## src/rtl/lfsr_pkg.sv

```systemverilog
// Shared definitions for the LFSR datapath and its result serializer.
//   WORD_W      : width of the LFSR result bus and of each serialized word
//   OVF_W       : width of the saturating dropped-word counter
//   ser_state_t : serializer FSM states
package lfsr_pkg;

    localparam int WORD_W = 32;
    localparam int OVF_W  = 8;

    typedef enum logic {
        IDLE  = 1'b0,
        SHIFT = 1'b1
    } ser_state_t;

endpackage

```

## src/rtl/result_fifo.sv

```systemverilog
// Synchronous FIFO holding result words waiting to be serialized.
// Read data is presented combinationally from the head entry.
//   clk, rst : rising-edge clock, synchronous active-high reset
//   push     : write din (ignored when full unless a pop happens the same cycle)
//   pop      : remove the head entry (ignored when empty)
//   din      : word to write
//   dout     : head entry, valid while !empty
//   full     : level == DEPTH
//   empty    : level == 0
//   level    : current occupancy, 0..DEPTH
module result_fifo #(
    parameter int DEPTH  = 4,
    parameter int WORD_W = 32
) (
    input  logic                     clk,
    input  logic                     rst,
    input  logic                     push,
    input  logic                     pop,
    input  logic [WORD_W-1:0]        din,
    output logic [WORD_W-1:0]        dout,
    output logic                     full,
    output logic                     empty,
    output logic [$clog2(DEPTH):0]   level
);

    localparam int AW = $clog2(DEPTH);
    localparam int LW = AW + 1;

    logic [WORD_W-1:0] mem [DEPTH];
    logic [AW-1:0]     wr_ptr;
    logic [AW-1:0]     rd_ptr;
    logic              wr_en;
    logic              rd_en;

    assign full  = (level == LW'(DEPTH));
    assign empty = (level == '0);

    // A full FIFO still accepts a write when the head leaves in the same cycle.
    assign rd_en = pop && !empty;
    assign wr_en = push && (!full || rd_en);

    assign dout = mem[rd_ptr];

    // Pointers are AW bits wide, so they wrap modulo DEPTH on their own.
    always_ff @(posedge clk) begin
        if (rst) begin
            wr_ptr <= '0;
            rd_ptr <= '0;
            level  <= '0;
        end else begin
            if (wr_en) wr_ptr <= wr_ptr + AW'(1);
            if (rd_en) rd_ptr <= rd_ptr + AW'(1);
            case ({wr_en, rd_en})
                2'b10:   level <= level + LW'(1);
                2'b01:   level <= level - LW'(1);
                default: level <= level;
            endcase
        end
    end

    // NOTE: storage has no reset; stale entries are never read because the
    // pointers and level are reset, and this keeps the array a plain RAM.
    always_ff @(posedge clk) begin
        if (wr_en) mem[wr_ptr] <= din;
    end

endmodule

```

## src/rtl/result_serializer.sv

```systemverilog
// Detects each new value on the LFSR result bus, buffers it in a small FIFO
// and streams every buffered word MSB-first over a per-bit valid/ready link.
//   clk, rst     : rising-edge clock, synchronous active-high reset
//   result       : LFSR datapath output, sampled every cycle
//   sready       : sink accepts the current bit
//   sdata        : current serial bit
//   svalid       : sdata is valid
//   sfirst       : high with the MSB of each word
//   fifo_level   : FIFO occupancy (registered, reflects the previous edge)
//   overflow_cnt : number of dropped words, saturating at 255
module result_serializer
    import lfsr_pkg::*;
#(
    parameter int DEPTH  = 4,
    parameter int WORD_W = lfsr_pkg::WORD_W
) (
    input  logic                     clk,
    input  logic                     rst,
    input  logic [WORD_W-1:0]        result,
    input  logic                     sready,
    output logic                     sdata,
    output logic                     svalid,
    output logic                     sfirst,
    output logic [$clog2(DEPTH):0]   fifo_level,
    output logic [OVF_W-1:0]         overflow_cnt
);

    localparam int BW = $clog2(WORD_W);
    localparam logic [BW-1:0] LAST_IDX = BW'(WORD_W - 1);

    ser_state_t        state;
    ser_state_t        state_next;
    logic [WORD_W-1:0] prev_result;
    logic [WORD_W-1:0] shreg;
    logic [BW-1:0]     bitcnt;
    logic [WORD_W-1:0] fifo_dout;
    logic              fifo_full;
    logic              fifo_empty;
    logic              push;
    logic              pop;
    logic              load;
    logic              shift;
    logic              drop;

    // Any change of the bus is a new word; the first nonzero value after
    // reset counts as a change because prev_result resets to 0.
    assign push = (result != prev_result);
    assign drop = push && fifo_full && !pop;

    result_fifo #(
        .DEPTH  (DEPTH),
        .WORD_W (WORD_W)
    ) u_fifo (
        .clk   (clk),
        .rst   (rst),
        .push  (push),
        .pop   (pop),
        .din   (result),
        .dout  (fifo_dout),
        .full  (fifo_full),
        .empty (fifo_empty),
        .level (fifo_level)
    );

    // NOTE: every signal driven here gets a default first so that no path
    // through the case leaves one unassigned and infers a latch.
    always_comb begin
        state_next = state;
        pop        = 1'b0;
        load       = 1'b0;
        shift      = 1'b0;
        case (state)
            IDLE: begin
                if (!fifo_empty) begin
                    pop        = 1'b1;
                    load       = 1'b1;
                    state_next = SHIFT;
                end
            end
            SHIFT: begin
                if (sready) begin
                    if (bitcnt == '0) begin
                        // Reload on the final bit so consecutive words have no bubble.
                        if (!fifo_empty) begin
                            pop  = 1'b1;
                            load = 1'b1;
                        end else begin
                            state_next = IDLE;
                        end
                    end else begin
                        shift = 1'b1;
                    end
                end
            end
            default: state_next = IDLE;
        endcase
    end

    // NOTE: sequential state uses non-blocking assignments only, so every
    // register samples the pre-edge values of the others.
    always_ff @(posedge clk) begin
        if (rst) begin
            state        <= IDLE;
            prev_result  <= '0;
            shreg        <= '0;
            bitcnt       <= '0;
            overflow_cnt <= '0;
        end else begin
            state       <= state_next;
            prev_result <= result;
            if (load) begin
                shreg  <= fifo_dout;
                bitcnt <= LAST_IDX;
            end else if (shift) begin
                shreg  <= {shreg[WORD_W-2:0], 1'b0};
                bitcnt <= bitcnt - BW'(1);
            end
            if (drop && (overflow_cnt != '1)) begin
                overflow_cnt <= overflow_cnt + OVF_W'(1);
            end
        end
    end

    // Outputs depend only on registers, so they hold while sready is low.
    assign svalid = (state == SHIFT);
    assign sdata  = svalid && shreg[WORD_W-1];
    assign sfirst = svalid && (bitcnt == LAST_IDX);

endmodule

```

## config.mk

```make
export PLATFORM = sky130hd
export DESIGN_NAME = result_serializer
export DESIGN_NICKNAME = d
export VERILOG_FILES = /design/src/rtl/lfsr_pkg.sv /design/src/rtl/result_fifo.sv /design/src/rtl/result_serializer.sv
export SDC_FILE = /design/constraint.sdc
export NUM_CORES = 1
export LEC_CHECK = 0
export BUFFER_PORTS_ARGS = -buffer_cell sky130_fd_sc_hd__buf_2
export CAP_MARGIN = 40
export CORE_MARGIN = 10
export CORE_UTILIZATION = 65
export DETAILED_ROUTE_END_ITERATION = 10
export MAX_ROUTING_LAYER = met4
export PLACE_DENSITY = 0.91
export SYNTH_ARGS = -nofsm -noshare
export SYNTH_HDL_FRONTEND = slang
export SYNTH_HIERARCHICAL = 1
export SYNTH_SLANG_ARGS = --single-unit
```

## constraint.sdc

```tcl
create_clock -name clk -period 9.8 [get_ports clk]
set_clock_uncertainty 0.2 [all_clocks]
set_input_delay 1.47 -clock clk [delete_from_list [all_inputs] [get_ports clk]]
set_output_delay 1.47 -clock clk [all_outputs]
set_load 0.02 [all_outputs]
```

==> impl_metrics.yaml <==
clock_tree:
  post_cts_buffers: 0
  holdBufCountCts: 0
  root_buffer: "clkbuf_16"
  insertion_delay_ps: 490
  ctsResizeCount: 0
  cts_sinks: 215
  cts_tree: "built"
  htree_levels: 1
  cts_made_buffers: 22
  clk_pin_slew_ps: 60
  clk_path_buf_depth: 3
logic_synthesis:
  synth.most_common_cell: "edfxtp_1"
  synthesis.nets: 609
  synthTopCellsByCount: "edfxtp_1, dfxtp_1, a21oi_1, nand2_1, xor2_1"
  synthFlopType: "edfxtp_1"
  yosysTopAreaCellShare_pct: 46.3
  syn-instance-count: 566
  yosysSeqAreaShare_pct: 67.2
  ys_ff_latch: 215
  synth_edf_count: 128
  ys_top_cells_by_area: "edfxtp_1, dfxtp_1, mux4_2"
  synth_area_um2: 8310
  yosys_warnings: 6
  synth_area_per_cell_um2: 14.7
  yosys.area.top_type: "edfxtp_1"
  yosysUniqueCellTypes: 43
  synthArstFlopShare_pct: 0
timing:
  whs_ps: 262
  clock.fmax_mhz: 235
  fin_ws_ps: 5540
  worstMarginPinSlew_ps: 620
  slew_violations: 0
  finalSetupViolCount: 0
  rsz0062_at_grt: "no"
  post-route-min-period_ps: 4260
  min_period_over_period_pct: 43.4
  slew-limit-headroom_pct: 58.3
  finalSetupTns_ps: 0
  final-hold-violation-count: 0
route:
  drtIter0Drc: 521
  drc: 0
  avgRoutedWirePerCell_um: 21.4
  ant_nets: 0
  vias: 4902
  dr.pass1.iters: 4
  wirelength_um: 17300
  via_per_inst: 6.08
power:
  p_clk_share_pct: 29.9
  sequentialPowerShare_pct: 46.9
  internal-power_mw: 1.87
  leakage_nw: 3.34
  p_per_area_nw_per_um2: 283
  vdd_ir_drop_max_mv: 0.199
  power.total_mw: 2.65
  comb_power_share_pct: 23.2
  p_switching_mw: 0.778
  switching_share_pct: 29.3
placed_design:
  io_buffer_count: 48
  dp_hpwl_um: 10300
  preCtsSetupSlack_ps: 5180
  gp_congestion: 0.781
  dp.cells: 766
setup_path:
  timing.rr.start: "bitcnt[0]"
  reg2reg_setup_slack_ps: 5930
  cp-end-kind: "flip-flop"
  r2r_end: "u_fifo/level[2]"
  worstRegToRegCells: 12
  arrival_ps: 4430
  critPathMaxFanout: 9
  worstSetupEndpoint: "u_fifo/level[2]"
  critPathKind: "in2reg"
  cp.required_ps: 9980
  critPathLaunchType: "primary input"
  crit_start: "result[10]"
die:
  num_rows: 41
  fp.dieW_um: 133
  die_h_um: 133
  core_area_um2: 12600
  initial_core_util_pct: 66.1
  io_pins: 49
  die-area_um2: 17700
cells_and_area:
  fillCellCount: 728
  drive_gt1_share_pct: 20.5
  antenna_cells: 0
  syn_to_final_growth_pct: 13.0
  fin_cells: 806
  fin_nets: 661
hold_path:
  hold_class: "reg2reg"
grt:
  grt_antenna_before_repair: 0
  grt_pass1_vias: 5166
  overflow: 0
  grt_pass1_wl_um: 27900
  grt_max_degree: 55
  grt_usage_pct: 20.2
status:
  outcome: "finished, final reports clean"
job:
  maxCapViolations: 0
[area by class of cell]
type	instances	area (um2)	area share, %
well taps	172	215	2.29
flip-flops and latches	215	5590	59.5
repair buffers	58	335	3.57
inverters	11	42.5	0.453
clock buffers	33	633	6.75
clock inverters	7	62.6	0.667
multi-input cells	310	2510	26.7
[cell families (layout without fill, tap and decap cells)]
family                     after synthesis  count (layout)  synth area share [%]
DFF                                    215             215                  67.2
xor gates and xnor gates                41              41                  4.32
adders and majority gates                8               8                  1.30
AOI/OAI and AO/OA                       89              89                  6.70
and+or+nand+nor                        135             135                  8.56
buffers and inverters                   41             109                  2.58
muxes                                   37              37                  9.29
[worst min path at each step]
stage                         start         to  slack, ps  cells past startpoint
final                     shreg[23]  shreg[23]        260                      2
after global routing      shreg[19]  shreg[19]        280                      2
after CTS                 shreg[25]  shreg[25]        260                      2
after detailed placement  shreg[25]  shreg[25]        250                      2
after global placement     shreg[1]   shreg[1]        240                      2
after floorplan           shreg[29]  shreg[29]        240                      2
[cell usage in the layout, fill, tap and decap left out, types with 2 or more instances in the layout]
cell and n:
clkbuf_1 8, nand4_1 3, a21oi_1 41, nor2b_1 34, dfxtp_1 86, o31a_1 2
a22oi_1 29, or3_1 3, nand2_1 40, nor4_1 8, mux2i_1 4, ha_1 7
clkinv_2 3, xnor2_1 3, and2_1 5, clkbuf_16 23, inv_1 10, nor2_1 17
xor2_1 38, nand2b_1 3, nand3_1 6, o21ai_2 2, clkbuf_8 2, o21ai_0 8
clkinv_1 2, or4_1 3, a211oi_1 3, nor3_1 3, edfxtp_1 128, clkinvlp_4 2
nand3b_1 2, buf_4 8, mux4_2 32, buf_2 48, nor2_2 2, and3_1 3
[state kept, by name, summed over array words and instances (netlist names), named ones only]
register / cells
bitcnt: 5
overflow_cnt: 8
u_fifo/wr_ptr: 2
svalid: 1
prev_result: 32
u_fifo/mem: 128
u_fifo/rd_ptr: 2
shreg: 32
u_fifo/level: 3
[power groups by stage]
stage	clock, mW	combinational (mW)	sequential (mW)
6_report	0.793	0.616	1.24
5_1_grt	0.845	0.672	1.26
4_1_cts	0.804	0.619	1.24
3_5_place_dp	0	0.608	1.26
3_3_place_gp	0	0.566	1.24
2_1_floorplan	0	0.491	1.22
[critical path, stage by stage]
cell	delay, ps
buf_2	140
xor2_1	150
nor4_1	580
nand4_1	340
nor2_1	190
inv_1	180
nand2b_1	220
fa_1	420
nand2b_1	190
o31ai_2	220
mux2_1	340
[stage by stage]
stage	util (%)	instance area, um2
2_1_floorplan	-	8310
3_3_place_gp	68.9	8650
3_5_place_dp	69.1	8690
4_1_cts	74.7	9380
5_1_grt	74.7	9380
6_report	74.7	9380
[routing by layer]
| layer | wire, um | up-vias | global-route usage [%] |
|---|---|---|---|
| met5 | 0 | - | - |
| met4 | 548 | 0 | 7.27 |
| met3 | 1080 | 45 | 3.14 |
| met2 | 8920 | 227 | 33.5 |
| met1 | 6740 | 2428 | 24.5 |
| li1 | - | 2202 | - |
Note: power is estimated with default switching activity, not from simulation.
